### src/rtl/tone_player_pkg.sv
// -----------------------------------------------------------------------------
// tone_player_pkg
// Shared types and constants for the tone player and its ms prescaler.
//   state_t         : player FSM states (ST_GAP only reachable when
//                     TONE_PLAYER_GAP_EN is defined)
//   DEFAULT_HALF_W  : default width of the half-period field (clock cycles)
//   DEFAULT_DUR_W   : default width of the duration field (ms)
//   TICK_W          : width of ticks_per_milli and of the ms prescaler
//   REST            : half-period value that means "silence"
// -----------------------------------------------------------------------------
package tone_player_pkg;

    typedef enum logic [1:0] {
        ST_IDLE = 2'd0,
        ST_PLAY = 2'd1,
        ST_GAP  = 2'd2
    } state_t;

    localparam int DEFAULT_HALF_W = 16;
    localparam int DEFAULT_DUR_W  = 12;
    localparam int TICK_W         = 16;
    localparam int REST           = 0;

endpackage

### src/rtl/tone_player_ms_prescaler.sv
// -----------------------------------------------------------------------------
// ms_prescaler
// Divides the clock down to a one-cycle ms_tick every max(ticks_per_milli,1)
// enabled cycles. Shared by every ms-timed block.
// Ports:
//   clk, rst_n       : clock, asynchronous active-low reset
//   clear            : synchronous clear of the count (wins over enable)
//   enable           : count while high
//   ticks_per_milli  : cycles per ms, 0 treated as 1; sampled every cycle
//   ms_tick          : combinational, high on the terminal count while enabled
// -----------------------------------------------------------------------------
module ms_prescaler
    import tone_player_pkg::*;
(
    input  logic              clk,
    input  logic              rst_n,
    input  logic              clear,
    input  logic              enable,
    input  logic [TICK_W-1:0] ticks_per_milli,
    output logic              ms_tick
);

    logic [TICK_W-1:0] count;
    logic [TICK_W-1:0] last;

    // Terminal count is max(T,1)-1. Using >= means a T lowered below the
    // current count ends the ms immediately instead of running to wrap.
    always_comb begin
        last = '0;
        if (ticks_per_milli != '0) begin
            last = ticks_per_milli - 1'b1;
        end
    end

    assign ms_tick = enable && (count >= last);

    always_ff @(posedge clk or negedge rst_n) begin
        if (!rst_n) begin
            count <= '0;
        end else if (clear) begin
            count <= '0;
        end else if (enable) begin
            if (ms_tick) begin
                count <= '0;
            end else begin
                count <= count + 1'b1;
            end
        end
    end

endmodule

### src/rtl/tone_player.sv
// -----------------------------------------------------------------------------
// tone_player
// Plays one note command at a time as a square wave on `sound`.
// Optional feature macro: TONE_PLAYER_GAP_EN adds a GAP_MS-long silent gap
// after every note (state ST_GAP).
// Handshake: a command transfers on a rising clk edge where note_valid and
// note_ready are both high; note_ready is (state == ST_IDLE), combinational
// from the state register; note_valid may stay high while note_ready is low
// and the command is simply held off; fields are latched on transfer.
// Ports:
//   clk, rst_n        : clock, asynchronous active-low reset
//   ticks_per_milli   : cycles per ms (0 treated as 1)
//   note_valid/ready  : command handshake
//   note_half_period  : cycles per half-wave, 0 = rest
//   note_dur_ms       : note length in ms (0 = one PLAY cycle)
//   sound             : registered speaker drive
//   busy              : high in PLAY or GAP
//   note_done         : registered one-cycle pulse after the last PLAY cycle
// -----------------------------------------------------------------------------
module tone_player
    import tone_player_pkg::*;
#(
    parameter int HALF_W = DEFAULT_HALF_W,
    parameter int DUR_W  = DEFAULT_DUR_W,
    parameter int GAP_MS = 10
) (
    input  logic              clk,
    input  logic              rst_n,
    input  logic [TICK_W-1:0] ticks_per_milli,
    input  logic              note_valid,
    output logic              note_ready,
    input  logic [HALF_W-1:0] note_half_period,
    input  logic [DUR_W-1:0]  note_dur_ms,
    output logic              sound,
    output logic              busy,
    output logic              note_done
);

    state_t            state;
    logic [HALF_W-1:0] half_r;
    logic [HALF_W-1:0] tone_cnt;
    logic [DUR_W-1:0]  dur_cnt;

    logic ms_tick;
    logic accept;
    logic play_end;

`ifdef TONE_PLAYER_GAP_EN
    logic [31:0] gap_cnt;
    logic        gap_end;
`endif

    assign note_ready = (state == ST_IDLE);
    assign busy       = (state != ST_IDLE);
    assign accept     = note_valid && note_ready;

    // The note ends on the tick that consumes its last ms, or straight away
    // when loaded with 0 ms; dur_cnt therefore never decrements past 1.
    assign play_end = (state == ST_PLAY) &&
                      ((dur_cnt == '0) || (ms_tick && (dur_cnt == DUR_W'(1))));

`ifdef TONE_PLAYER_GAP_EN
    assign gap_end = (state == ST_GAP) &&
                     ((gap_cnt == '0) || (ms_tick && (gap_cnt == 32'd1)));
`endif

    // Prescaler restarts at every accept and at the PLAY->GAP hand-over.
    ms_prescaler u_ms_prescaler (
        .clk             (clk),
        .rst_n           (rst_n),
        .clear           (accept || play_end),
        .enable          (busy),
        .ticks_per_milli (ticks_per_milli),
        .ms_tick         (ms_tick)
    );

    always_ff @(posedge clk or negedge rst_n) begin
        if (!rst_n) begin
            state     <= ST_IDLE;
            half_r    <= '0;
            tone_cnt  <= '0;
            dur_cnt   <= '0;
            sound     <= 1'b0;
            note_done <= 1'b0;
`ifdef TONE_PLAYER_GAP_EN
            gap_cnt   <= '0;
`endif
        end else begin
            note_done <= 1'b0;
            case (state)
                ST_IDLE: begin
                    if (accept) begin
                        half_r   <= note_half_period;
                        dur_cnt  <= note_dur_ms;
                        tone_cnt <= '0;
                        sound    <= 1'b0;
                        state    <= ST_PLAY;
                    end
                end

                ST_PLAY: begin
                    if (play_end) begin
                        sound     <= 1'b0;
                        note_done <= 1'b1;
                        tone_cnt  <= '0;
`ifdef TONE_PLAYER_GAP_EN
                        gap_cnt   <= 32'(GAP_MS);
                        state     <= ST_GAP;
`else
                        state     <= ST_IDLE;
`endif
                    end else begin
                        if (ms_tick) begin
                            dur_cnt <= dur_cnt - 1'b1;
                        end
                        if (half_r == HALF_W'(REST)) begin
                            sound    <= 1'b0;
                            tone_cnt <= '0;
                        end else if (tone_cnt >= half_r - 1'b1) begin
                            sound    <= ~sound;
                            tone_cnt <= '0;
                        end else begin
                            tone_cnt <= tone_cnt + 1'b1;
                        end
                    end
                end

`ifdef TONE_PLAYER_GAP_EN
                ST_GAP: begin
                    sound <= 1'b0;
                    if (gap_end) begin
                        state <= ST_IDLE;
                    end else if (ms_tick) begin
                        gap_cnt <= gap_cnt - 1'b1;
                    end
                end
`endif

                default: begin
                    state <= ST_IDLE;
                end
            endcase
        end
    end

endmodule

### config.mk
export PLATFORM = sky130hd
export DESIGN_NAME = tone_player
export DESIGN_NICKNAME = d
export VERILOG_FILES = /design/src/rtl/tone_player_pkg.sv /design/src/rtl/tone_player_ms_prescaler.sv /design/src/rtl/tone_player.sv
export SDC_FILE = /design/constraint.sdc
export NUM_CORES = 1
export LEC_CHECK = 0
export CORE_ASPECT_RATIO = 0.5
export CORE_MARGIN = 2
export CORE_UTILIZATION = 55
export CTS_BUF_LIST = sky130_fd_sc_hd__clkbuf_8
export DETAILED_ROUTE_END_ITERATION = 10
export GPL_TIMING_DRIVEN = 0
export MAX_ROUTING_LAYER = met4
export PLACE_DENSITY = 0.82
export SLEW_MARGIN = 25
export SYNTH_ARGS = -nofsm -noshare
export SYNTH_HDL_FRONTEND = slang
export SYNTH_SLANG_ARGS = --single-unit
### constraint.sdc
create_clock -name clk -period 4.25 [get_ports clk]
set_clock_uncertainty 0.05 [all_clocks]
set_input_delay 0.85 -clock clk [delete_from_list [all_inputs] [get_ports clk]]
set_output_delay 0.85 -clock clk [all_outputs]
set_load 0.005 [all_outputs]
Yosys cells after proc, flatten, opt, wreduce, memory -nomap -nowiden. Index checks and enable logic that the tools add are counted.

Flip-flop bits (word level): 64. Input bits: 47. Output and inout port bits: 4. Word-level logic and storage cells: 63.

Add/subtract/negate cells: 5. $lt $le $gt $ge: 2. Eq/ne operators: 7. Multiplexer cells: 23. Bitwise operators: 1. Reductions and logical operators: 18.

Operator list (number): 16-bit 2-to-1 mux (8); 12-bit 2-to-1 mux (3); 16-bit by 1-bit adder with 16-bit output, second input constant (2); 16-bit >= comparator (2); 16-bit case mux with 2 select lines (1); 16-bit by 1-bit subtractor with 16-bit output, second input constant (2); 12-bit case mux with 2 select lines (1); 16-bit zero test (1); 16-bit nonzero test (1); 12-bit by 1-bit == test with 1-bit output, second input constant (1); 12-bit zero test (1); 12-bit by 1-bit subtractor with 12-bit output, second input constant (1); 1-bit 2-to-1 mux (6); 2-bit != test, second input constant (3); 2-bit AND reduction (3); 2-bit nonzero test (3); 1-bit logical AND (4); 2-bit 2-to-1 mux (2); 4-bit by 2-bit != test with 1-bit output, second input constant (1); 2-bit case mux with 2 select lines (1); 4-bit AND reduction (1); 3-bit AND reduction (1); 2-bit by 1-bit == test with 1-bit output, second input constant (1); 2-bit zero test (1); 4 further kinds (5).

Depth between registers and ports, before layout.
Depth in word-level cells: 9. Mapped depth: 15. Mapped depth without buffers: 14.

Hierarchy. From an unflattened synthesis, not the netlist that was laid out.

Cell total of the unflattened synthesis: 530. Area, all modules: 4491.8 sq um.

By module, submodules not included: tone_player (times used 1, cells each 329, area each 2855.2 sq um, seq. area each 1176.1 sq um); ms_prescaler (times used 1, cells each 201, area each 1636.6 sq um, seq. area each 400.4 sq um).

Worst setup path after synthesis. No wires, ideal clock.

Path kind: input -> register. Start: input ticks_per_milli[5]. End: register dur_cnt[4]. Arrival: 3951 ps. Slack: 107 ps. Stages: 14. Path buffers: 0. Cells stage by stage: nor4_1 > nor3b_1 > nand2_1 > nor4_1 > xor2_1 > nand2_1 > ha_1 > nand4_1 > nor3_1 > o311ai_2 > a31oi_2 > nand2_1 > o311ai_0 > o211ai_1.

Cells in the longest elaborated chain, start to end: 9.

Ends and longest elaborated chain: start, declared (RTL line tone_player.sv:29) `input logic [TICK_W-1:0] ticks_per_milli,`; 16-bit by 1-bit subtractor with 16-bit output or 16-bit nonzero test (tied branches) (RTL line tone_player_ms_prescaler.sv:31, tone_player_ms_prescaler.sv:30); 16-bit 2-to-1 mux * (RTL line tone_player_ms_prescaler.sv:30) `if (ticks_per_milli != '0) begin`; 16-bit >= comparator * (RTL line tone_player_ms_prescaler.sv:35) `assign ms_tick = enable && (count >= last);`; 1-bit logical AND * (RTL line tone_player_ms_prescaler.sv:35); 1-bit logical AND (RTL line tone_player.sv:60) `((dur_cnt == '0) || (ms_tick && (dur_cnt == DUR_W'(1))));`; 1-bit logical OR (RTL line tone_player.sv:60); 1-bit logical AND (RTL line tone_player.sv:59) `assign play_end = (state == ST_PLAY) &&`; 2-bit != test (no line); 4-bit AND reduction (no line) *; end signal, assigned (RTL line tone_player.sv:94) `dur_cnt <= note_dur_ms;`; end signal, assigned (RTL line tone_player.sv:114) `dur_cnt <= dur_cnt - 1'b1;`; end, declared (RTL line tone_player.sv:42) `logic [DUR_W-1:0] dur_cnt;`.

Mark *: on every way between the ends. The rest lies on a longest branch, timed or not. A chain may end at the register's enable or synchronous reset.

Worst setup path in the final report.
Start: input ticks_per_milli[12]. End: register u_ms_prescaler.count[6].

Cells in the longest elaborated chain, start to end: 9.

Ends and longest elaborated chain: 16-bit by 1-bit subtractor with 16-bit output or 16-bit nonzero test (tied branches) (RTL line tone_player_ms_prescaler.sv:31, tone_player_ms_prescaler.sv:30); 16-bit 2-to-1 mux * (RTL line tone_player_ms_prescaler.sv:30); 16-bit >= comparator * (RTL line tone_player_ms_prescaler.sv:35); 1-bit logical AND * (RTL line tone_player_ms_prescaler.sv:35); 1-bit logical AND (RTL line tone_player.sv:60); 1-bit logical OR (RTL line tone_player.sv:60); 1-bit logical AND (RTL line tone_player.sv:59); 1-bit logical OR (RTL line tone_player.sv:71) `.clear (accept || play_end),`; 16-bit 2-to-1 mux or 2-bit nonzero test (tied branches); end signal, assigned (RTL line tone_player_ms_prescaler.sv:46) `count <= count + 1'b1;`; end, declared (RTL line tone_player_ms_prescaler.sv:23) `logic [TICK_W-1:0] count;`.

Mark *: on every way between the ends. The rest lies on a longest branch, timed or not. The select of a mux whose other input is x is not followed.

==> results by group <==
Run status
  • Status: completed

Global routing
  • Vias in the first global route: 3,850
  • Largest net degree at the start of global routing: 54
  • Antenna violations before repair: 0
  • GRT Overall Usage: 25.4%
  • First-pass GRT wire length: 17.5 mm
  • Remaining global-route overflow: 0

CTS
  • CTS root buf: clkbuf_8
  • H-tree Lvls: 3
  • Sink Count: 63
  • CTS tree: done
  • Clock Pin Slew Worst Setup and Hold Paths: 0.08 ns
  • CTS Buf Count: 9
  • Clock Path Buffers: 2
  • Clock Latency Late Sink: 0.35 ns

Die
  • Row Count: 23
  • Ports: 51
  • DIE HEIGHT: 67.7 um
  • Initial core utilization: 56.3%
  • Die Wd: 131 um
  • Core area: 0.00794 sq mm
  • Die Footprint: 0.00890 sq mm

Routing
  • DRT antenna net count: 0
  • WL/cell: 14.5 um
  • Drt total wl: 10.4 mm
  • Vias after detailed routing: 4,053
  • Residual DRC: 0
  • First-pass DRT Iterations: 5
  • DR vias/cell: 5.65
  • Drt initial violations: 274

Synthesis
  • Most used DFF post-synth: dfrtp_1
  • Synth Register Bits: 63
  • Synthesized area per cell: 8.45 sq um
  • Synthesized instance count: 529
  • Synth cell types: 63
  • Synth Cell Area: 0.00447 sq mm
  • Dominant cell type by area after synthesis: dfrtp_1
  • Post-synth EDFFs: 0
  • Async S/R FF share, synth: 100%
  • Sequential area share after synthesis: 35.3%
  • Mapped Nets: 615
  • Yosys warnings: 0
  • Top cells by count, synth: nand2_1 (107), dfrtp_1 (63), nor2_1 (42)
  • Yosys top cell area share: 35.3%
  • Top-count cell post-synth: nand2_1
  • Top post-synthesis cells by area: dfrtp_1 (35%), ha_1 (11%), nand2_1 (9.0%)

Worst setup path
  • CP max-delay cell: clkdlybuf4s50_1
  • Worst EP arrival: 4.19 ns
  • CP Capture Type: flip-flop
  • Worst setup path category: in2reg
  • Worst Path Max Fanout: 10
  • Critical-path cell list: clkdlybuf4s50_1 -> or4_4 -> nor2_4 -> nand3_2 -> buf_2 -> nand2_1 -> ha_1 -> a31oi_1 -> nor2b_1 -> o311ai_4 -> nand3_4 -> nor2_2 -> nand2_2 -> o41ai_2
  • Worst path bufs/invs: 2
  • Kind of cell adding the most delay to the critical path: simple AND/OR/NAND/NOR gates
  • Highest cell delay on the worst timing path: 0.49 ns
  • Worst setup SP type: input port
  • WP data required: 4.44 ns

Timing
  • Setup TNS: 0 ns
  • Hold slack: 0.276 ns
  • Final Critical Period: 3.99 ns
  • Actual slew at the worst max-slew pin: 0.628 ns
  • Setup violators final: 0
  • Max-slew violations: 0
  • Fin crit share: 93.9%
  • Unrepaired setup endpoints after global routing: no
  • Fin. Hold Viols: 0
  • Rel. slew slack: 57.8%
  • FMAX: 251 MHz

Place
  • Post-detail-place hpwl: 7.70 mm
  • Post-Place Cell Area: 0.00512 sq mm
  • Port bufs: 49
  • Gpl congestion: 0.918

Pwr
  • VDD IR-drop max: 186 uV
  • Seq pwr share: 44.8%
  • Total power: 1920 uW
  • Pint: 1230 uW
  • Leak pwr: 0.00258 uW
  • Clock share of power: 25.2%
  • Sw frac: 36.1%
  • PD cells: 343 mW/mm^2
  • Comb pwr share: 30.0%
  • Psw: 693 uW

Final layout
  • Fraction of layout cells with a size suffix above 1: 11.1%
  • P&R area growth vs syn: 25.4%
  • Nets: 686
  • Utilization after layout: 70.5%
  • Ant diodes: 0
  • Design area: 0.00560 sq mm

Run
  • Max-cap violation count: 0

Worst hold path
  • Worst Hold Class: in2async
[layout make-up]
type	count	area, sq um
Clock inverter	6	43.8
Timing Repair Buffer	60	617
Clock buffer	10	138
Inverter	20	75.1
Buffer	15	77.6
Multi-Input combinational cell	431	2940
Tap cell	112	140
Sequential cell	63	1580
Fill cell	639	2340
[power by group through the flow]
stage          clock [uW]  combinational [uW]  sequential, uW
2_1_floorplan           0                 405             824
3_5_place_dp            0                 559             863
3_3_place_gp            0                 529             860
4_1_cts               492                 572             854
6_report              483                 577             860
5_1_grt               517                 665             882
[final timing paths]
path | start | end | slack, ns | depth (start not counted)
max | ticks_per_milli[12] | u_ms_prescaler.count[6]$_DFFE_PN0P_ | 0.26 | 14
min | rst_n | u_ms_prescaler.count[12]$_DFFE_PN0P_ | 0.28 | 1
max reg2reg | half_r[9]$_DFFE_PN0P_ | tone_cnt[7]$_DFFE_PN0P_ | 0.52 | 14
min reg2reg | sound$_DFFE_PN0P_ | sound$_DFFE_PN0P_ | 0.46 | 1
max in group asynchronous | rst_n | half_r[5]$_DFFE_PN0P_ | 3.38 | 2
min in group clk | sound$_DFFE_PN0P_ | sound$_DFFE_PN0P_ | 0.46 | 1
[cell families (layout without fill, tap and decap cells)]
family / after synthesis / in the layout / synth area share [%]
and+or+nand+nor: 250 / 250 / 27.0
AOI/OAI and AO/OA: 98 / 98 / 14.9
DFF: 63 / 63 / 35.3
xor gates and xnor gates: 42 / 42 / 8.23
adders and majority gates: 39 / 39 / 10.9
buffers and inverters: 35 / 111 / 3.16
muxes: 2 / 2 / 0.448
[registers in the layout, summed over array words and instances, names as in the netlist]
name                  cells
state                     1
dur_cnt                  12
half_r                   16
sound                     1
u_ms_prescaler.count     16
tone_cnt                 16
note_done                 1
[metrics by stage]
| stage | instances | setup WS (ns) |
|---|---|---|
| 2_1_floorplan | 529 | 0.107 |
| 3_3_place_gp | 690 | -1.07 |
| 3_5_place_dp | 691 | -1.19 |
| 4_1_cts | 712 | 0.0191 |
| 5_1_grt | 717 | 0.0201 |
| 6_report | 717 | 0.258 |
[worst register-to-register path: stages (launching register included)]
cell and delay, ns:
dfrtp_1 0.42, nor4_1 0.40, nand2b_1 0.16, nor3_1 0.30, or3b_2 0.49, xor2_1 0.16
ha_1 0.29, nand4_1 0.15, inv_1 0.06, a2111o_1 0.37, a21o_2 0.23, nor2b_4 0.20
a21oi_2 0.10, buf_6 0.16, nor2_1 0.11
[cell usage in the layout (no fill, tap or decap), types with 3 or more instances in the layout]
cell,count
nand2b_1,5
a31oi_1,8
clkbuf_1,10
nand3_1,23
nor2_1,40
nor4_1,12
buf_6,3
nand2_1,104
inv_1,19
o21ai_0,30
clkdlybuf4s50_1,39
dlymetal6s2s_1,9
clkbuf_8,10
nand2_2,3
o22ai_1,6
a211oi_1,6
nor2b_1,4
nand4_1,7
buf_4,10
xnor2_1,15
o2bb2ai_1,4
a21oi_1,14
nor4_4,4
nor3_4,4
ha_1,39
xor2_1,27
or3_1,5
a22o_1,3
dfrtp_1,63
and3_1,8
nor3_1,11
[what timing repair did]
item	CTS	global route
pin swaps	5	12
setup endpoints to repair	47	43
gates resized for setup	23	28
buffers inserted	5	5
hold buffers	0	0
[per-layer routing]
| layer | GRT usage (%) | vias up | wire (um) |
|---|---|---|---|
| met5 | - | - | 0 |
| met4 | 9.65 | 0 | 117 |
| met3 | 5.26 | 15 | 488 |
| met2 | 44.4 | 110 | 4980 |
| met1 | 29.7 | 1899 | 4800 |
| li1 | - | 2029 | - |
Note: power is estimated with default switching activity, not from simulation.
